--- src/rtl/gc_poll_tx.sv ---
// gc_poll_tx: console-side transmitter for the GameCube single-wire protocol.
// It sends the 24-bit poll command {0x40, 0x03, 7'b0, rumble} MSB first and then a
// stop bit on an open-drain line. After that it raises GC_enable for a fixed
// listening window so the response reader can own the line.
// Optional build macro: GC_AUTO_POLL_EN adds a free-running auto-poll trigger
// that fires after POLL_INTERVAL_US microseconds spent idle.
// All outputs come straight from flops. Frame acceptance takes one cycle, so the
// line goes low on the edge after the one that samples start.
module gc_poll_tx #(
    parameter int US_TICKS         = 48,
    parameter int RESP_US          = 400,
    parameter int POLL_INTERVAL_US = 8000
) (
    input  logic clk,
    input  logic reset,
    input  logic start,
    input  logic rumble,
    output logic drive_low,
    output logic GC_enable,
    output logic busy,
    output logic done
);

    localparam int LONG_CYC   = 3 * US_TICKS;
    localparam int LISTEN_CYC = RESP_US * US_TICKS;
    localparam int TMR_MAX    = (LONG_CYC > LISTEN_CYC) ? LONG_CYC : LISTEN_CYC;
    localparam int TMR_W      = $clog2(TMR_MAX + 1);

    localparam logic [TMR_W-1:0] T_ONE    = TMR_W'(1);
    localparam logic [TMR_W-1:0] T_SHORT  = TMR_W'(US_TICKS);
    localparam logic [TMR_W-1:0] T_LONG   = TMR_W'(LONG_CYC);
    localparam logic [TMR_W-1:0] T_LISTEN = TMR_W'(LISTEN_CYC);
    localparam logic [4:0]       LAST_BIT = 5'd23;

    // Reject parameter sets that cannot produce a valid waveform.
    if (US_TICKS < 2) begin : g_bad_us_ticks
        $error("gc_poll_tx: US_TICKS must be at least 2");
    end
    if (RESP_US < 1) begin : g_bad_resp_us
        $error("gc_poll_tx: RESP_US must be at least 1");
    end
    if (POLL_INTERVAL_US < 1) begin : g_bad_poll_interval
        $error("gc_poll_tx: POLL_INTERVAL_US must be at least 1");
    end

    typedef enum logic [2:0] {
        IDLE     = 3'd0,
        BIT_LOW  = 3'd1,
        BIT_HIGH = 3'd2,
        STOP_LOW = 3'd3,
        LISTEN   = 3'd4
    } state_t;

    state_t            state_q, state_d;
    logic [TMR_W-1:0]  timer_q, timer_d;
    logic [23:0]       shreg_q, shreg_d;
    logic [4:0]        bitcnt_q, bitcnt_d;
    logic              accept_q, accept_d;
    logic              drive_low_q, drive_low_d;
    logic              gc_enable_q, gc_enable_d;
    logic              busy_q, busy_d;
    logic              done_q, done_d;

    logic              timer_expire;
    logic              auto_fire;
    logic              go;

    assign timer_expire = (timer_q == T_ONE);

    // A frame is accepted only from a settled IDLE. The accept_q cycle sits between
    // acceptance and the first low phase, and it blocks a second trigger there.
    assign go = (start || auto_fire) && (state_q == IDLE) && !accept_q;

`ifdef GC_AUTO_POLL_EN
    localparam int POLL_CYC = POLL_INTERVAL_US * US_TICKS;
    localparam int IVL_W    = (POLL_CYC > 1) ? $clog2(POLL_CYC) : 1;
    localparam logic [IVL_W-1:0] IVL_LAST = IVL_W'(POLL_CYC - 1);

    logic [IVL_W-1:0] ivl_q, ivl_d;

    assign auto_fire = (state_q == IDLE) && !accept_q && (ivl_q == IVL_LAST);

    // Interval counter advances only while idle; any frame activity restarts it at 0.
    always_comb begin
        if ((state_q != IDLE) || accept_q || go) begin
            ivl_d = '0;
        end else begin
            ivl_d = ivl_q + IVL_W'(1);
        end
    end

    // Interval counter register.
    always_ff @(posedge clk) begin
        if (reset) begin
            ivl_q <= '0;
        end else begin
            ivl_q <= ivl_d;
        end
    end
`else
    assign auto_fire = 1'b0;
`endif

    // State, timer, counters and registered outputs. The shift register holds
    // payload only, so it is not reset: it is always loaded before it is used.
    always_ff @(posedge clk) begin
        if (reset) begin
            state_q     <= IDLE;
            timer_q     <= '0;
            bitcnt_q    <= '0;
            accept_q    <= 1'b0;
            drive_low_q <= 1'b0;
            gc_enable_q <= 1'b0;
            busy_q      <= 1'b0;
            done_q      <= 1'b0;
        end else begin
            state_q     <= state_d;
            timer_q     <= timer_d;
            bitcnt_q    <= bitcnt_d;
            accept_q    <= accept_d;
            drive_low_q <= drive_low_d;
            gc_enable_q <= gc_enable_d;
            busy_q      <= busy_d;
            done_q      <= done_d;
        end
        shreg_q <= shreg_d;
    end

    // Next-state logic. Each phase loads its length into the timer on entry and
    // leaves when the timer reads 1.
    always_comb begin
        state_d  = state_q;
        timer_d  = timer_q;
        shreg_d  = shreg_q;
        bitcnt_d = bitcnt_q;
        accept_d = 1'b0;

        case (state_q)
            IDLE: begin
                timer_d = '0;
                if (accept_q) begin
                    // A 1 bit is a short low phase; a 0 bit is a long one.
                    state_d = BIT_LOW;
                    timer_d = shreg_q[23] ? T_SHORT : T_LONG;
                end else if (go) begin
                    accept_d = 1'b1;
                    shreg_d  = {8'h40, 8'h03, 7'b0, rumble};
                    bitcnt_d = '0;
                end
            end

            BIT_LOW: begin
                if (timer_expire) begin
                    // The high phase fills the rest of the 4 us bit cell.
                    state_d = BIT_HIGH;
                    timer_d = shreg_q[23] ? T_LONG : T_SHORT;
                end else begin
                    timer_d = timer_q - T_ONE;
                end
            end

            BIT_HIGH: begin
                if (timer_expire) begin
                    shreg_d = {shreg_q[22:0], 1'b0};
                    if (bitcnt_q == LAST_BIT) begin
                        state_d  = STOP_LOW;
                        timer_d  = T_SHORT;
                        bitcnt_d = '0;
                    end else begin
                        // The next MSB is already sitting at bit 22.
                        state_d  = BIT_LOW;
                        timer_d  = shreg_q[22] ? T_SHORT : T_LONG;
                        bitcnt_d = bitcnt_q + 5'd1;
                    end
                end else begin
                    timer_d = timer_q - T_ONE;
                end
            end

            STOP_LOW: begin
                if (timer_expire) begin
                    state_d = LISTEN;
                    timer_d = T_LISTEN;
                end else begin
                    timer_d = timer_q - T_ONE;
                end
            end

            LISTEN: begin
                if (timer_expire) begin
                    state_d = IDLE;
                    timer_d = '0;
                end else begin
                    timer_d = timer_q - T_ONE;
                end
            end

            default: begin
                state_d  = IDLE;
                timer_d  = '0;
                bitcnt_d = '0;
            end
        endcase
    end

    // Output decode from the next state, so the output flops change on the same
    // edge as the state and never glitch.
    always_comb begin
        drive_low_d = (state_d == BIT_LOW) || (state_d == STOP_LOW);
        gc_enable_d = (state_d == LISTEN);
        busy_d      = (state_d != IDLE);
        done_d      = (state_q == LISTEN) && (state_d == IDLE);
    end

    assign drive_low = drive_low_q;
    assign GC_enable = gc_enable_q;
    assign busy      = busy_q;
    assign done      = done_q;

endmodule

--- config.mk ---
export PLATFORM = sky130hd
export DESIGN_NAME = gc_poll_tx
export DESIGN_NICKNAME = d
export VERILOG_FILES = /design/src/rtl/gc_poll_tx.sv
export SDC_FILE = /design/constraint.sdc
export NUM_CORES = 1
export LEC_CHECK = 0
export BUFFER_PORTS_ARGS = -buffer_cell sky130_fd_sc_hd__clkbuf_2
export CAP_MARGIN = 20
export CORE_ASPECT_RATIO = 0.75
export CORE_MARGIN = 2
export CORE_UTILIZATION = 50
export DETAILED_ROUTE_END_ITERATION = 10
export GPL_ROUTABILITY_DRIVEN = 0
export GPL_TIMING_DRIVEN = 0
export PLACE_DENSITY = 0.76
export SYNTH_ARGS = -nofsm -noshare
export SYNTH_HDL_FRONTEND = slang
export SYNTH_SLANG_ARGS = --single-unit
--- constraint.sdc ---
create_clock -name clk -period 3.5 [get_ports clk]
set_input_delay 0.35 -clock clk [delete_from_list [all_inputs] [get_ports clk]]
set_output_delay 0.35 -clock clk [all_outputs]
set_load 0.02 [all_outputs]
Yosys cells after proc, flatten, opt, wreduce, memory -nomap -nowiden. Index checks and enable logic that the tools add are counted.

Output and inout port bits: 4. Word-level logic and storage cells: 65. Input port bits: 4. Bits in registers: 52.

Reduce and logical (&&, ||, !) cells: 13. Muxes and demuxes: 27. Bitwise operators: 2. $add $sub $neg: 2. Equality and inequality tests: 12.

Operators with widths (count): one-hot mux 15 bit (5 select lines) (1); 2-to-1 mux 24 bit (3); 2-to-1 mux 15 bit (4); one-hot mux 24 bit (2 select lines) (1); 2-to-1 mux 8 bit (5); 2-to-1 mux 5 bit (4); == test 15 x 1 -> 1 bit (second input constant) (1); 2-to-1 mux 3 bit (5); one-hot mux 3 bit (5 select lines) (1); one-hot mux 5 bit (3 select lines) (1); subtractor 15 x 1 -> 15 bit (second input constant) (1); == test 3 x 2 -> 1 bit (second input constant) (3); AND reduction 4 bit (2); == test 3 x 1 -> 1 bit (second input constant) (2); == test 3 bit (second input constant) (2); logical NOT 3 bit (2); inequality test 2 bit (second input constant) (3); OR reduction 3 bit (2); adder 5 x 1 -> 5 bit (second input constant) (1); == test 5 bit (second input constant) (1); logical AND 1 bit (3); nonzero test 3 bit (1); 2-to-1 mux 2 bit (1); inverter 1 bit (2); 4 further kinds (4).

Longest topological paths before layout.
Depth in word-level cells: 6. Mapped depth: 9. Depth with buffers taken out: 7.

Worst setup path before layout. OpenSTA, ideal clock, no wires.

Kind: flip-flop to flip-flop. Start point: register timer_q[0]. End point: register shreg_q[0], enable pin. Cell stages (with the launch flop): 8. Required time: 3.065 ns. Path buffers: 2. Setup slack: -0.011 ns. Setup time: 0.435 ns. Period minus slack after synthesis: 3.511 ns. Arrival: 3.075 ns. Cells stage by stage: dfxtp_1 ha_1 nor4b_2 and4_1 buf_4 buf_4 a21oi_1 nor3_1.

Longest elaborated chain between the ends: 3.

RTL lines: start: declaration (RTL line 55) `logic [TMR_W-1:0] timer_q, timer_d;`; start signal: assignment (RTL line 118) `timer_q <= timer_d;`; == test 15 x 1 -> 1 bit (RTL line 68) `assign timer_expire = (timer_q == T_ONE);`; inequality test 2 bit (no line); AND reduction 4 bit (no line); end signal: assignment (RTL line 126) `shreg_q <= shreg_d;`; end: declaration (RTL line 56) `logic [23:0] shreg_q, shreg_d;`.

No other way between the ends. A chain may end at the register's enable or synchronous reset.

Worst setup path in the final report.
Start point: register timer_q[0]. End point: register shreg_q[16], enable pin.

The elaborated chain is that of the path after synthesis.

==> qor.tcl <==
set qor(status) {complete, no violations}
set qor(overflow_after_grt) 0
set qor(clk_path_buf_depth) 2
set qor(mappedNetlistNets) 229
set qor(count_of_instances_resized_after_the_clock_tree_is_built) 0
set qor(fmax_mhz) 395
set qor(most_frequently_used_flop_master_after_synthesis) {sky130_fd_sc_hd__dfxtp_1}
set qor(areaGrowthSynthToFinish_pct) 10.7
set qor(num_antenna_cells) 0
set qor(layout_common_cells) {sky130_fd_sc_hd__dfxtp_1, sky130_fd_sc_hd__nor2_1, sky130_fd_sc_hd__edfxtp_1, sky130_fd_sc_hd__and2_1}
set qor(via_per_instance_ratio) 5.52
set qor(clk-insertion-delay-late_ps) 310
set qor(rsz0062_at_grt) {false}
set qor(synth_area_leader_cell) {sky130_fd_sc_hd__edfxtp_1}
set qor(grt_antenna_before_repair) 0
set qor(count_of_distinct_cell_types_in_the_synthesized_netlist) 47
set qor(input_output_buffers) 7
set qor(die_h_um) 63.5
set qor(setup_fix_bufs_post_cts) 0
set qor(fin_skew_ps) 6.40
set qor(ys_ff_latch) 52
set qor(fp.dieArea_mm2) 0.00529
set qor(final_period_minus_worst_setup_slack_ps) 2530
set qor(first_pass_iters) 4
set qor(chipWidth_um) 83.3
set qor(io_pins) 8
set qor(synth_async_sr_flop_share_pct) 0
set qor(grt_start_max_net_pins) 19
set qor(mappedNetlistArea_mm2) 0.00236
set qor(tightestPinTransition_ps) 556
set qor(setup_viol) 0
set qor(path_clk_slew_ps) 90
set qor(max_stage_delay_ps) 400
set qor(setup-tns-final_ps) 0
set qor(power_leakage_nw) 0.954
set qor(critical_path.cell_chain) {ha_1, nor4b_2, and4_1, buf_4, buf_4, a21oi_1, nor3_4, buf_16}
set qor(finalHoldViolCount) 0
set qor(row_count) 21
set qor(timing.critical_path.mode_cell) {sky130_fd_sc_hd__buf_4}
set qor(syn_avg_cell_area_um2) 10.6
set qor(detail_route.iter0.violations) 130
set qor(ys_seq_area_share_pct) 54.3
set qor(cts_hold_repair.buffers) 0
set qor(final_layout_size_suffix_gt1_share_pct) 14.3
set qor(route.vias.total) 1628
set qor(irDropWorstVdd_mv) 0.366
set qor(final_power_w) 0.00129
set qor(clock_tree.htree_level_count) 2
set qor(start_kind) {flip-flop}
set qor(timing_max_transition_violations_final) 0
set qor(worstPathMaxFanout) 18
set qor(synthCells) 222
set qor(cp_slowest_cell) {sky130_fd_sc_hd__dfxtp_1}
set qor(worst_slew_margin_rel_pct) 62.5
set qor(route.detailed.wl_per_inst_um) 14.3
set qor(route.final.wire_length_mm) 4.21
set qor(clock-root-buffer) {sky130_fd_sc_hd__clkbuf_8}
set qor(core_area_mm2) 0.00449
set qor(antenna_violating_nets_post_route) 0
set qor(critical_path_required_ps) 3530
set qor(hold_path_class) {input pin to flip-flop}
set qor(path_class) {flip-flop to flip-flop}
set qor(effective_utilization_at_floorplan_pct) 52.5
set qor(layout_worst_path_cycle_share_pct) 72.3
set qor(hpwlAfterDp_mm) 2.89
set qor(cp-end-kind) {flip-flop}
set qor(grt_pass1_wl_mm) 7.00
set qor(yosys_warnings) 0
set qor(power_density_mw_per_mm2) 492
set qor(drc) 0
set qor(synth_top_area_share_pct) 30.5
set qor(critPathBufInv) 3
set qor(design.final.nets) 244
set qor(tritoncts) {built}
set qor(cp_data_arrival_time_ps) 2560
set qor(numCtsBuffers) 5
set qor(sinks_on_clock_net) 52
set qor(ys_top_cells_by_area) {sky130_fd_sc_hd__edfxtp_1, sky130_fd_sc_hd__dfxtp_1, sky130_fd_sc_hd__and2_1, sky130_fd_sc_hd__nor2_1, sky130_fd_sc_hd__xnor2_1}
set qor(grt.total_usage_pct) 17.0
set qor(timing.max_cap.violations) 0
set qor(synth_enable_flop_cells) 24
set qor(number_of_global_route_vias_before_repair) 1481
set qor(worst_path_dominant_cell_family) {simple AND/OR/NAND/NOR gates}
==> cell usage after synthesis, types with 2 or more instances <==
library cell,instances
sky130_fd_sc_hd__nand2b_1,4
sky130_fd_sc_hd__nor2_1,28
sky130_fd_sc_hd__xor2_1,3
sky130_fd_sc_hd__a21oi_1,12
sky130_fd_sc_hd__buf_4,3
sky130_fd_sc_hd__o21ai_0,7
sky130_fd_sc_hd__nor3_1,7
sky130_fd_sc_hd__clkbuf_1,3
sky130_fd_sc_hd__a2111oi_0,2
sky130_fd_sc_hd__o22ai_1,2
sky130_fd_sc_hd__ha_1,3
sky130_fd_sc_hd__inv_1,8
sky130_fd_sc_hd__o32ai_1,2
sky130_fd_sc_hd__nor4_4,2
sky130_fd_sc_hd__nor4_1,4
sky130_fd_sc_hd__a31oi_1,2
sky130_fd_sc_hd__nand2_1,12
sky130_fd_sc_hd__mux2i_1,2
sky130_fd_sc_hd__dfxtp_1,28
sky130_fd_sc_hd__nor2b_1,2
sky130_fd_sc_hd__xnor2_1,7
sky130_fd_sc_hd__a211oi_1,2
sky130_fd_sc_hd__edfxtp_1,24
sky130_fd_sc_hd__and2_1,20
sky130_fd_sc_hd__buf_2,3
sky130_fd_sc_hd__nor3b_1,2
sky130_fd_sc_hd__nand3_1,8
==> metal layers <==
metal	wire (um)	vias to the layer above	global-route usage, %
li1	-	820	-
met5	0	-	0
met3	185	9	3.80
met4	97	0	8.20
met1	2180	756	25.7
met2	1750	43	22.9
==> tightest hold or removal path, cell delays in order <==
cell and delay, ps:
sky130_fd_sc_hd__clkbuf_2 90, sky130_fd_sc_hd__nand2b_1 90, sky130_fd_sc_hd__nor4_1 60
==> path summary, 6_finish.rpt <==
kind	start	endpoint	cells after the start	slack [ps]
max reg2reg	timer_q[0]$_SDFF_PP0_	shreg_q[16]$_SDFFCE_PN0P_	8	970
min	start	accept_q$_SDFF_PP0_	3	310
min reg2reg	timer_q[0]$_SDFF_PP0_	timer_q[0]$_SDFF_PP0_	1	480
max	timer_q[0]$_SDFF_PP0_	shreg_q[16]$_SDFFCE_PN0P_	8	970
==> stage by stage <==
stage	hold slack, ps	util [%]	area (um2)	cells	setup WS (ps)
6_report	313	58.1	2610	295	971
3_3_place_gp	459	55.0	2470	286	200
3_5_place_dp	464	55.8	2500	287	978
2_1_floorplan	440	-	2360	222	724
5_1_grt	330	58.1	2610	295	830
4_1_cts	308	58.1	2610	295	978
==> logic make-up after synthesis <==
group / Yosys count / share of synthesized area [%]
AND/OR/NAND/NOR: 99 / 24.4
flip-flops: 52 / 54.3
AO/OA/AOI/OAI: 37 / 11.1
buffers and inverters: 18 / 3.55
XOR/XNOR: 10 / 3.71
multiplexers: 3 / 1.33
adder cells (fa/ha/maj): 3 / 1.59
==> report_power, final <==
group | leakage, nW | switching (W) | internal (W)
logic | 0.448 | 0.000107 | 0.0000858
clock network | 0.0513 | 0.000193 | 0.000212
registers | 0.455 | 0.0000210 | 0.000667
total | 0.954 | 0.000322 | 0.000964
==> flip-flops by register name (all words and copies together), names as in the netlist <==
name       flops
done           1
state_q        3
shreg_q       24
busy           1
accept_q       1
GC_enable      1
drive_low      1
timer_q       15
bitcnt_q       5
==> layout make-up <==
| class | instances | area (um2) |
|---|---|---|
| timing repair buffer | 8 | 62.6 |
| tap | 57 | 71.3 |
| buffer | 10 | 53.8 |
| multi-input combinational | 152 | 1010 |
| inverter | 8 | 30.0 |
| clock buffer | 6 | 72.6 |
| sequential | 52 | 1280 |
| fill | 377 | 1880 |
| clock inverter | 2 | 35.0 |
(Power assumes the default switching activity.)
